--- config.mk ---
export PLATFORM = sky130hd
export DESIGN_NAME = seg_scan_mux
export DESIGN_NICKNAME = d
export VERILOG_FILES = /design/src/rtl/seg_scan_mux.sv
export SDC_FILE = /design/constraint.sdc
export NUM_CORES = 1
export LEC_CHECK = 0
export CORE_ASPECT_RATIO = 0.75
export CORE_MARGIN = 2
export CORE_UTILIZATION = 35
export DETAILED_ROUTE_END_ITERATION = 10
export GPL_TIMING_DRIVEN = 0
export HOLD_SLACK_MARGIN = 0.03
export SYNTH_ARGS = -nofsm -noshare
export SYNTH_HDL_FRONTEND = slang
export SYNTH_SLANG_ARGS = --single-unit
--- constraint.sdc ---
create_clock -name clk -period 4.8 [get_ports clk]
set_input_delay 0.72 -clock clk [delete_from_list [all_inputs] [get_ports clk]]
set_output_delay 0.72 -clock clk [all_outputs]
set_load 0.01 [all_outputs]
--- src/rtl/seg_scan_mux.sv ---
// Time-multiplexed seven-segment driver with double-buffered digits and leading-zero blanking.
// Define SEG_SCAN_HEX_EN to show values 10..15 as hex letters; otherwise they show "0".
module seg_scan_mux #(
    parameter int DIGITS     = 4,
    parameter int CLK_DIV    = 50000,
    parameter int ACTIVE_LOW = 0
) (
    input  logic                  clk,
    input  logic                  rst_n,
    input  logic [4*DIGITS-1:0]   digits_in,
    input  logic [DIGITS-1:0]     dp_in,
    input  logic                  load,
    input  logic                  blank_lz,
    output logic [6:0]            seg,
    output logic                  dp,
    output logic [DIGITS-1:0]     an,
    output logic                  frame_done
);

    localparam int CW = (CLK_DIV > 1) ? $clog2(CLK_DIV) : 1;
    localparam int IW = (DIGITS > 1) ? $clog2(DIGITS) : 1;
    localparam logic [CW-1:0] CNT_LAST = CW'(CLK_DIV - 1);
    localparam logic [IW-1:0] IDX_LAST = IW'(DIGITS - 1);
    localparam logic POL = (ACTIVE_LOW != 0);

    generate
        if (DIGITS < 1 || DIGITS > 8) begin : g_bad_digits
            $error("seg_scan_mux: DIGITS must be in 1..8");
        end
        if (CLK_DIV < 1) begin : g_bad_div
            $error("seg_scan_mux: CLK_DIV must be at least 1");
        end
    endgenerate

    logic [CW-1:0]         cnt;
    logic [IW-1:0]         idx;
    logic                  tick;
    logic                  wrap;
    logic                  wrap_q;

    logic [4*DIGITS-1:0]   pend_dig;
    logic [DIGITS-1:0]     pend_dp;
    logic                  pend;
    logic [4*DIGITS-1:0]   act_dig;
    logic [DIGITS-1:0]     act_dp;

    logic [DIGITS-1:0]     lz;
    logic [DIGITS-1:0]     an_next;
    logic [3:0]            cur_val;
    logic                  cur_dp;
    logic                  cur_blank;
    logic [6:0]            seg_next;

    function automatic logic [6:0] decode(input logic [3:0] v);
        logic [6:0] s;
        case (v)
            4'd0:    s = 7'b1111110;
            4'd1:    s = 7'b0110000;
            4'd2:    s = 7'b1101101;
            4'd3:    s = 7'b1111001;
            4'd4:    s = 7'b0110011;
            4'd5:    s = 7'b1011011;
            4'd6:    s = 7'b0011111;
            4'd7:    s = 7'b1110000;
            4'd8:    s = 7'b1111111;
            4'd9:    s = 7'b1110011;
`ifdef SEG_SCAN_HEX_EN
            4'd10:   s = 7'b1110111;
            4'd11:   s = 7'b0011111;
            4'd12:   s = 7'b1001110;
            4'd13:   s = 7'b0111101;
            4'd14:   s = 7'b1001111;
            default: s = 7'b1000111;
`else
            default: s = 7'b1111110;
`endif
        endcase
        return s;
    endfunction

    assign tick = (cnt == CNT_LAST);
    assign wrap = tick && (idx == IDX_LAST);

    always_ff @(posedge clk or negedge rst_n) begin
        if (!rst_n) begin
            cnt <= '0;
            idx <= '0;
        end else if (tick) begin
            cnt <= '0;
            idx <= wrap ? '0 : idx + IW'(1);
        end else begin
            cnt <= cnt + CW'(1);
        end
    end

    // A load coinciding with the wrap tick bypasses pending so it shows in the very next frame.
    always_ff @(posedge clk or negedge rst_n) begin
        if (!rst_n) begin
            pend_dig <= '0;
            pend_dp  <= '0;
            pend     <= 1'b0;
            act_dig  <= '0;
            act_dp   <= '0;
        end else begin
            if (load) begin
                pend_dig <= digits_in;
                pend_dp  <= dp_in;
            end
            if (wrap) begin
                if (load) begin
                    act_dig <= digits_in;
                    act_dp  <= dp_in;
                    pend    <= 1'b0;
                end else if (pend) begin
                    act_dig <= pend_dig;
                    act_dp  <= pend_dp;
                    pend    <= 1'b0;
                end
            end else if (load) begin
                pend <= 1'b1;
            end
        end
    end

    // lz[k]: digit k and everything above it is zero, and k is not the rightmost digit.
    always_comb begin
        logic acc;
        acc = 1'b1;
        lz  = '0;
        for (int unsigned i = 0; i < DIGITS; i++) begin
            acc = acc && (act_dig[4*(DIGITS-1-i) +: 4] == 4'd0);
            lz[DIGITS-1-i] = acc && ((DIGITS - 1 - i) != 0);
        end
    end

    always_comb begin
        cur_val   = '0;
        cur_dp    = 1'b0;
        cur_blank = 1'b0;
        an_next   = '0;
        for (int unsigned i = 0; i < DIGITS; i++) begin
            an_next[i] = (idx == IW'(i));
            if (idx == IW'(i)) begin
                cur_val   = act_dig[4*i +: 4];
                cur_dp    = act_dp[i];
                cur_blank = lz[i];
            end
        end
        seg_next = (blank_lz && cur_blank) ? 7'b0000000 : decode(cur_val);
    end

    always_ff @(posedge clk or negedge rst_n) begin
        if (!rst_n) begin
            seg        <= {7{POL}};
            dp         <= POL;
            an         <= {DIGITS{POL}};
            wrap_q     <= 1'b0;
            frame_done <= 1'b0;
        end else begin
            seg        <= seg_next ^ {7{POL}};
            dp         <= cur_dp ^ POL;
            an         <= an_next ^ {DIGITS{POL}};
            wrap_q     <= wrap;
            frame_done <= wrap_q;
        end
    end

endmodule

Word-level counts from Yosys, hierarchy flattened
Memories as Yosys holds them, arrays and structs flattened.
Index checks and enable logic that the tools add are counted.

word-level totals
  flip-flop bits (word level) = 73
  memory bits (read-only) = 112
  output and inout bits = 13
  word-level logic and storage cells = 50
  memories kept = 1

cells by class
  add/sub/neg operators = 2
  equality and inequality tests = 4
  muxes and demuxes = 20
  reduce and logical (&&, ||, !) cells = 11

memories
  memory           words  bits a word  rd ports  clocked after Yosys merged registers in  wr ports  RTL line  source
  (no name shown)  16     7            1         0                                        0         56        case (v)

operators with widths
  operator                                                          count
  16-bit two-way mux                                                3
  4-bit two-way mux                                                 6
  16-bit by 1-bit adder with 16-bit output (second input constant)  1
  16-bit == test (second input constant)                            1
  4-bit zero test                                                   3
  1-bit two-way mux                                                 9
  7-bit two-way mux                                                 1
  2-bit == test (second input constant)                             2
  1-bit logical AND                                                 4
  2-bit nonzero test                                                2
  2-bit by 1-bit adder with 2-bit output (second input constant)    1
  2-bit by 1-bit == test with 1-bit output (second input constant)  1
  2-bit zero test                                                   1
  2-bit two-way mux                                                 1
  2-bit AND reduction                                               1

Longest topological paths before layout
  word-level depth = 8
  depth in mapped cells = 11
  gate-level depth less buffers = 10

Worst setup path before layout
Ideal clock, no wire load.

  path type = register -> register
  from = register cnt[10]
  to = register act_dig[0]
  setup time = 0.125 ns
  arrival time = 2.241 ns
  data required time = 4.675 ns
  slack = 2.434 ns
  cell stages (with the launch flop) = 6
  path buffers = 1
  clock period less this slack = 2.366 ns
  path through = dfrtp_1 or4b_1 or4_1 or3_4 buf_6 mux2_4

on the way
  cells in the longest elaborated chain, start to end = 3

ends and longest elaborated chain
  what                                  RTL line  source
  start, declared                       35        logic [CW-1:0] cnt;
  start signal, assigned                92        cnt <= cnt + CW'(1);
  16-bit == test                        81        assign tick = (cnt == CNT_LAST);
  1-bit logical AND                     82        assign wrap = tick && (idx == IDX_LAST);
  2-bit AND reduction (no source line)  n/a
  end signal, assigned                  111       act_dig <= digits_in;
  end signal, assigned                  115       act_dig <= pend_dig;
  end, declared                         44        logic [4*DIGITS-1:0] act_dig;

Every way passes these cells.
A chain may end at the register's enable or synchronous reset.

Final worst setup path
  from = register idx[0]
  to = register seg[3]

on the way
  elaborated cells on any way between the ends = 14

RTL lines
  what                                                           RTL line  source
  start, declared                                                36        logic [IW-1:0] idx;
  start signal, assigned                                         90        idx <= wrap ? '0 : idx + IW'(1);
  2-bit == test *                                                n/a
  via an_next[3]                                                 48        logic [DIGITS-1:0] an_next;
  4-bit two-way mux / 1-bit two-way mux (equally long branches)  143       if (idx == IW'(i)) begin
  memory 16 x 7 bit / 1-bit logical AND (equally long branches)  n/a
  7-bit two-way mux *                                            149       seg_next = (blank_lz && cur_blank) ? 7'b0000000 : decode(cur_val);
  via seg_next[3]                                                52        logic [6:0] seg_next;
  end signal, assigned                                           154       seg <= {7{POL}};
  end signal, assigned                                           160       seg <= seg_next ^ {7{POL}};
  end, declared                                                  14        output logic [6:0] seg,

The timed path passes the listed nets; every way through them passes the cells marked *.

==> impl_table.tex <==
\begin{tabular}{lr}
\hline
Metric & Value \\
\hline
\multicolumn{2}{l}{\textbf{Critical path}} \\
\quad Highest cell delay on the worst timing path & 0.49 ns \\
\quad Worst r2r path cells & 9 \\
\quad Worst path slowest cell & sky130\_fd\_sc\_hd\_\_a2111oi\_0 \\
\quad Endpoint type of the worst setup path & register \\
\quad Worst reg2reg path startpoint & idx[0] \\
\quad Data arrival time of the critical path & 2.89 ns \\
\quad Crit path launch type & register \\
\quad Required time worst endpoint & 4.97 ns \\
\quad CP cell instances & ha\_1 > clkbuf\_1 > inv\_1 > o22ai\_1 > nand2b\_1 > inv\_1 > ha\_1 > nor3b\_1 > a2111oi\_0 \\
\quad R2R Path End & seg[3] \\
\quad Largest fanout on the critical path & 10 \\
\quad Setup slack, reg-to-reg & 2.08 ns \\
\quad Critical path origin & idx[0] \\
\quad Kind of critical path & register to register \\
\multicolumn{2}{l}{\textbf{Synth}} \\
\quad Register bit count reported by yosys & 73 \\
\quad Cells after Synth & 255 \\
\quad Total of warnings raised by yosys & 0 \\
\quad Number of enable-type register cells in the synthesized netlist & 0 \\
\quad Async SR Flop Fraction & 1.00 \\
\quad Synthesized-area fraction occupied by xor and xnor cells & 0.0321 \\
\quad Post-synthesis simple-gate area fraction & 0.135 \\
\quad Post-Syn Area per Cell & 12.9 µm² \\
\quad Multiplexer area fraction after synthesis & 0.163 \\
\quad Complex-gate fraction of the synthesized area & 0.0492 \\
\quad Part of the Yosys area used for sequential elements & 0.557 \\
\quad Total standard cell area after synthesis & 3280 µm² \\
\quad Synthesized netlist net count & 289 \\
\quad Synth cell types & 43 \\
\quad Most instantiated flip-flop cell in the synthesis netlist & sky130\_fd\_sc\_hd\_\_dfrtp\_1 \\
\quad Adder-cell area share of the yosys netlist & 0.0382 \\
\quad Dominant combinational cell family by area after synthesis & multiplexers \\
\multicolumn{2}{l}{\textbf{Global routing}} \\
\quad GR Util met3 & 0.0415 \\
\quad Met1 usage & 0.205 \\
\quad Overflow left after global routing & 0 \\
\quad Pin count of the biggest net entering global routing & 73 \\
\quad Global-route total usage across every layer & 0.141 \\
\quad Global-route wire length before repair & 10.9 mm \\
\quad Vias in the first global route & 2110 \\
\quad Initial antenna violation count & 0 \\
\quad Peak-usage layer in the global routing report & met1 \\
\quad Fraction of met2 tracks used by global routing & 0.196 \\
\multicolumn{2}{l}{\textbf{Clock network}} \\
\quad Clock transition at the registers of the reported paths & 0.06 ns \\
\quad CTS tree & done \\
\quad Sinks on Clock Net & 73 \\
\quad H-tree lvl count & 3 \\
\quad Post-cts resize count & 0 \\
\quad Hold-fix buffers, CTS & 0 \\
\quad Largest buffer count on any clock path & 2 \\
\quad Root buffer selected by CTS & sky130\_fd\_sc\_hd\_\_clkbuf\_16 \\
\quad Clock latency on the worst-skew pair & 0.33 ns \\
\quad Post-CTS Setup Bufs & 0 \\
\quad Total clock buffers created by CTS & 9 \\
\multicolumn{2}{l}{\textbf{Floorplan}} \\
\quad Die outline area & 10200 µm² \\
\quad Placement Rows & 30 \\
\quad Die W & 116 µm \\
\quad Initial core utilization & 0.361 \\
\quad Top Ports & 37 \\
\quad Floorplan core area & 9080 µm² \\
\quad DIE HEIGHT & 87.8 µm \\
\multicolumn{2}{l}{\textbf{STA}} \\
\quad Worst slew margin & 0.563 \\
\quad Number of setup violations in the final report & 0 \\
\quad Final clock skew & 0.00662 ns \\
\quad Setup ws final & 2.08 ns \\
\quad Clock period minus final worst setup slack & 2.72 ns \\
\quad Setup TNS Final & 0 ns \\
\quad Transition time of the tightest slew-check pin & 0.649 ns \\
\quad Final critical-path share of the clock period & 0.566 \\
\quad Unrepaired setup endpoints after global routing & no \\
\quad Highest attainable clock frequency & 368 MHz \\
\quad Fin. max-slew vios & 0 \\
\quad Final hold violation count & 0 \\
\quad WHS & 0.177 ns \\
\multicolumn{2}{l}{\textbf{Status}} \\
\quad Status & complete, no violations \\
\multicolumn{2}{l}{\textbf{Place}} \\
\quad Hpwl dp & 4.46 mm \\
\quad Final GP Congestion & 0.815 \\
\quad I/O Buffers & 36 \\
\quad Post-placement setup slack & 2.05 ns \\
\multicolumn{2}{l}{\textbf{Drt}} \\
\quad DRC violations left & 0 \\
\quad Via/cell ratio & 4.78 \\
\quad Initial DRC count & 47 \\
\quad Number of nets with antenna violations after detailed routing & 0 \\
\quad WL per Instance & 15.0 µm \\
\quad Number of vias in the routed layout & 2083 \\
\quad DRT Wirelength & 6.54 mm \\
\quad Number of detailed-route iterations in the first pass & 4 \\
\multicolumn{2}{l}{\textbf{Min path}} \\
\quad Path category of the worst min-delay check & input port to asynchronous set/reset pin \\
\multicolumn{2}{l}{\textbf{Finish}} \\
\quad Fraction of final layout cells with drive strength greater than 1 & 0.205 \\
\quad Number of inserted diodes & 0 \\
\quad Fill count & 837 \\
\quad Layout net count & 337 \\
\quad Area growth, synth to finish & 28.2\% \\
\multicolumn{2}{l}{\textbf{Pwr}} \\
\quad Power density relative to cell area & 378 nW/µm² \\
\quad Leakage power & 1.85 nW \\
\quad Worst supply voltage drop on vdd & 0.000181 V \\
\multicolumn{2}{l}{\textbf{Run}} \\
\quad Max-cap violations & 0 \\
\hline
\end{tabular}
## placed cells by master, fill, tap and decap left out, drive strengths merged, types with 5 or more instances in the layout
master and instances:
dfrtp 73, mux2 40, clkdlybuf4s50 35, clkbuf 18, nor2 15, nand2 14, ha 10, inv 9
nand3 8, a21oi 7, xnor2 7, xor2 5
## area by class of cell
cell class,count,area (µm²),share of cell area
Clock buffer,11,253,0.0602
Buffer,9,48.8,0.0116
Timing Repair Buffer,37,385,0.0917
Tap cell,128,160,0.0381
Inverter,9,33.8,0.00804
Sequential cell,73,1830,0.435
Clock inverter,5,125,0.0298
Multi-Input combinational cell,164,1370,0.326
## metrics by stage
stage / cells / total power, mW / utilization / cell area [µm²]
finish: 436 / 1.59 / 0.463 / 4200
global placement: 419 / 0.759 / 0.418 / 3800
CTS: 436 / 1.60 / 0.463 / 4200
detailed placement: 420 / 0.765 / 0.421 / 3820
floorplan: 255 / 0.709 / - / 3280
global route: 436 / 1.64 / 0.463 / 4200
## power by group
group / internal (mW) / switching [mW]
combinational: 0.0565 / 0.0430
clock: 0.588 / 0.246
sequential: 0.643 / 0.0105
total: 1.29 / 0.300
## worst max path at each step
stage	to	slack, ns
after floorplan	act_dig[0]	2.43
after global placement	pend_dp[0]	0.51
after detailed placement	seg[3]	2.05
after CTS	seg[3]	2.02
after global routing	seg[3]	1.70
final	seg[3]	2.08
## cell usage after synthesis (2+ instances only)
cell type	n	area, µm²
sky130_fd_sc_hd__dfrtp_1	73	1830
sky130_fd_sc_hd__mux2_2	20	225
sky130_fd_sc_hd__mux2_4	20	300
sky130_fd_sc_hd__nor2_1	15	56.3
sky130_fd_sc_hd__nand2_1	14	52.6
sky130_fd_sc_hd__ha_1	10	125
sky130_fd_sc_hd__inv_1	9	33.8
sky130_fd_sc_hd__nand3_1	8	40.0
sky130_fd_sc_hd__a21oi_1	7	35.0
sky130_fd_sc_hd__clkbuf_1	7	26.3
sky130_fd_sc_hd__xnor2_1	7	61.3
sky130_fd_sc_hd__xor2_1	5	43.8
sky130_fd_sc_hd__nand3b_1	4	30.0
sky130_fd_sc_hd__nor3b_1	4	30.0
sky130_fd_sc_hd__nor4_1	4	25.0
sky130_fd_sc_hd__o21ai_0	4	20.0
sky130_fd_sc_hd__or4_1	4	30.0
sky130_fd_sc_hd__nor2b_1	3	18.8
sky130_fd_sc_hd__o31ai_1	3	22.5
sky130_fd_sc_hd__a211oi_1	2	15.0
sky130_fd_sc_hd__a31oi_1	2	12.5
sky130_fd_sc_hd__and2_1	2	12.5
sky130_fd_sc_hd__and3b_1	2	17.5
sky130_fd_sc_hd__and4_1	2	17.5
sky130_fd_sc_hd__buf_6	2	22.5
sky130_fd_sc_hd__nand2b_1	2	12.5
sky130_fd_sc_hd__nand4_1	2	12.5
sky130_fd_sc_hd__o211ai_1	2	15.0
sky130_fd_sc_hd__or2_2	2	12.5
## kinds of logic (layout without fill, tap and decap cells)
logic type               count (synthesis)  in the layout
flip-flops                              73             73
multiplexers                            41             41
AND/OR/NAND/NOR                         76             76
XOR/XNOR                                12             12
AO/OA/AOI/OAI                           25             25
adder cells (fa/ha/maj)                 10             10
buffers and inverters                   18             71
## routing by layer
layer,share of wire,vias to the layer above
li1,-,997
met3,0.051,8
met4,0.014,0
met1,0.53,1034
met5,0,-
met2,0.41,44
## registers in the layout (all words and copies together), names as in the netlist, 2 cells and up
name	flops
act_dig	16
act_dp	4
an	4
cnt	16
idx	2
pend_dig	16
pend_dp	4
seg	7
## worst max-delay path, delay by kind of cell, from the launching register on
family / cells / cell delay, ns
AO/OA/AOI/OAI: 2 / 0.76
buffers and inverters: 3 / 0.65
adder cells (fa/ha/maj): 2 / 0.41
flip-flops: 1 / 0.38
AND/OR/NAND/NOR: 2 / 0.36
Note: power is estimated with default switching activity, not from simulation.
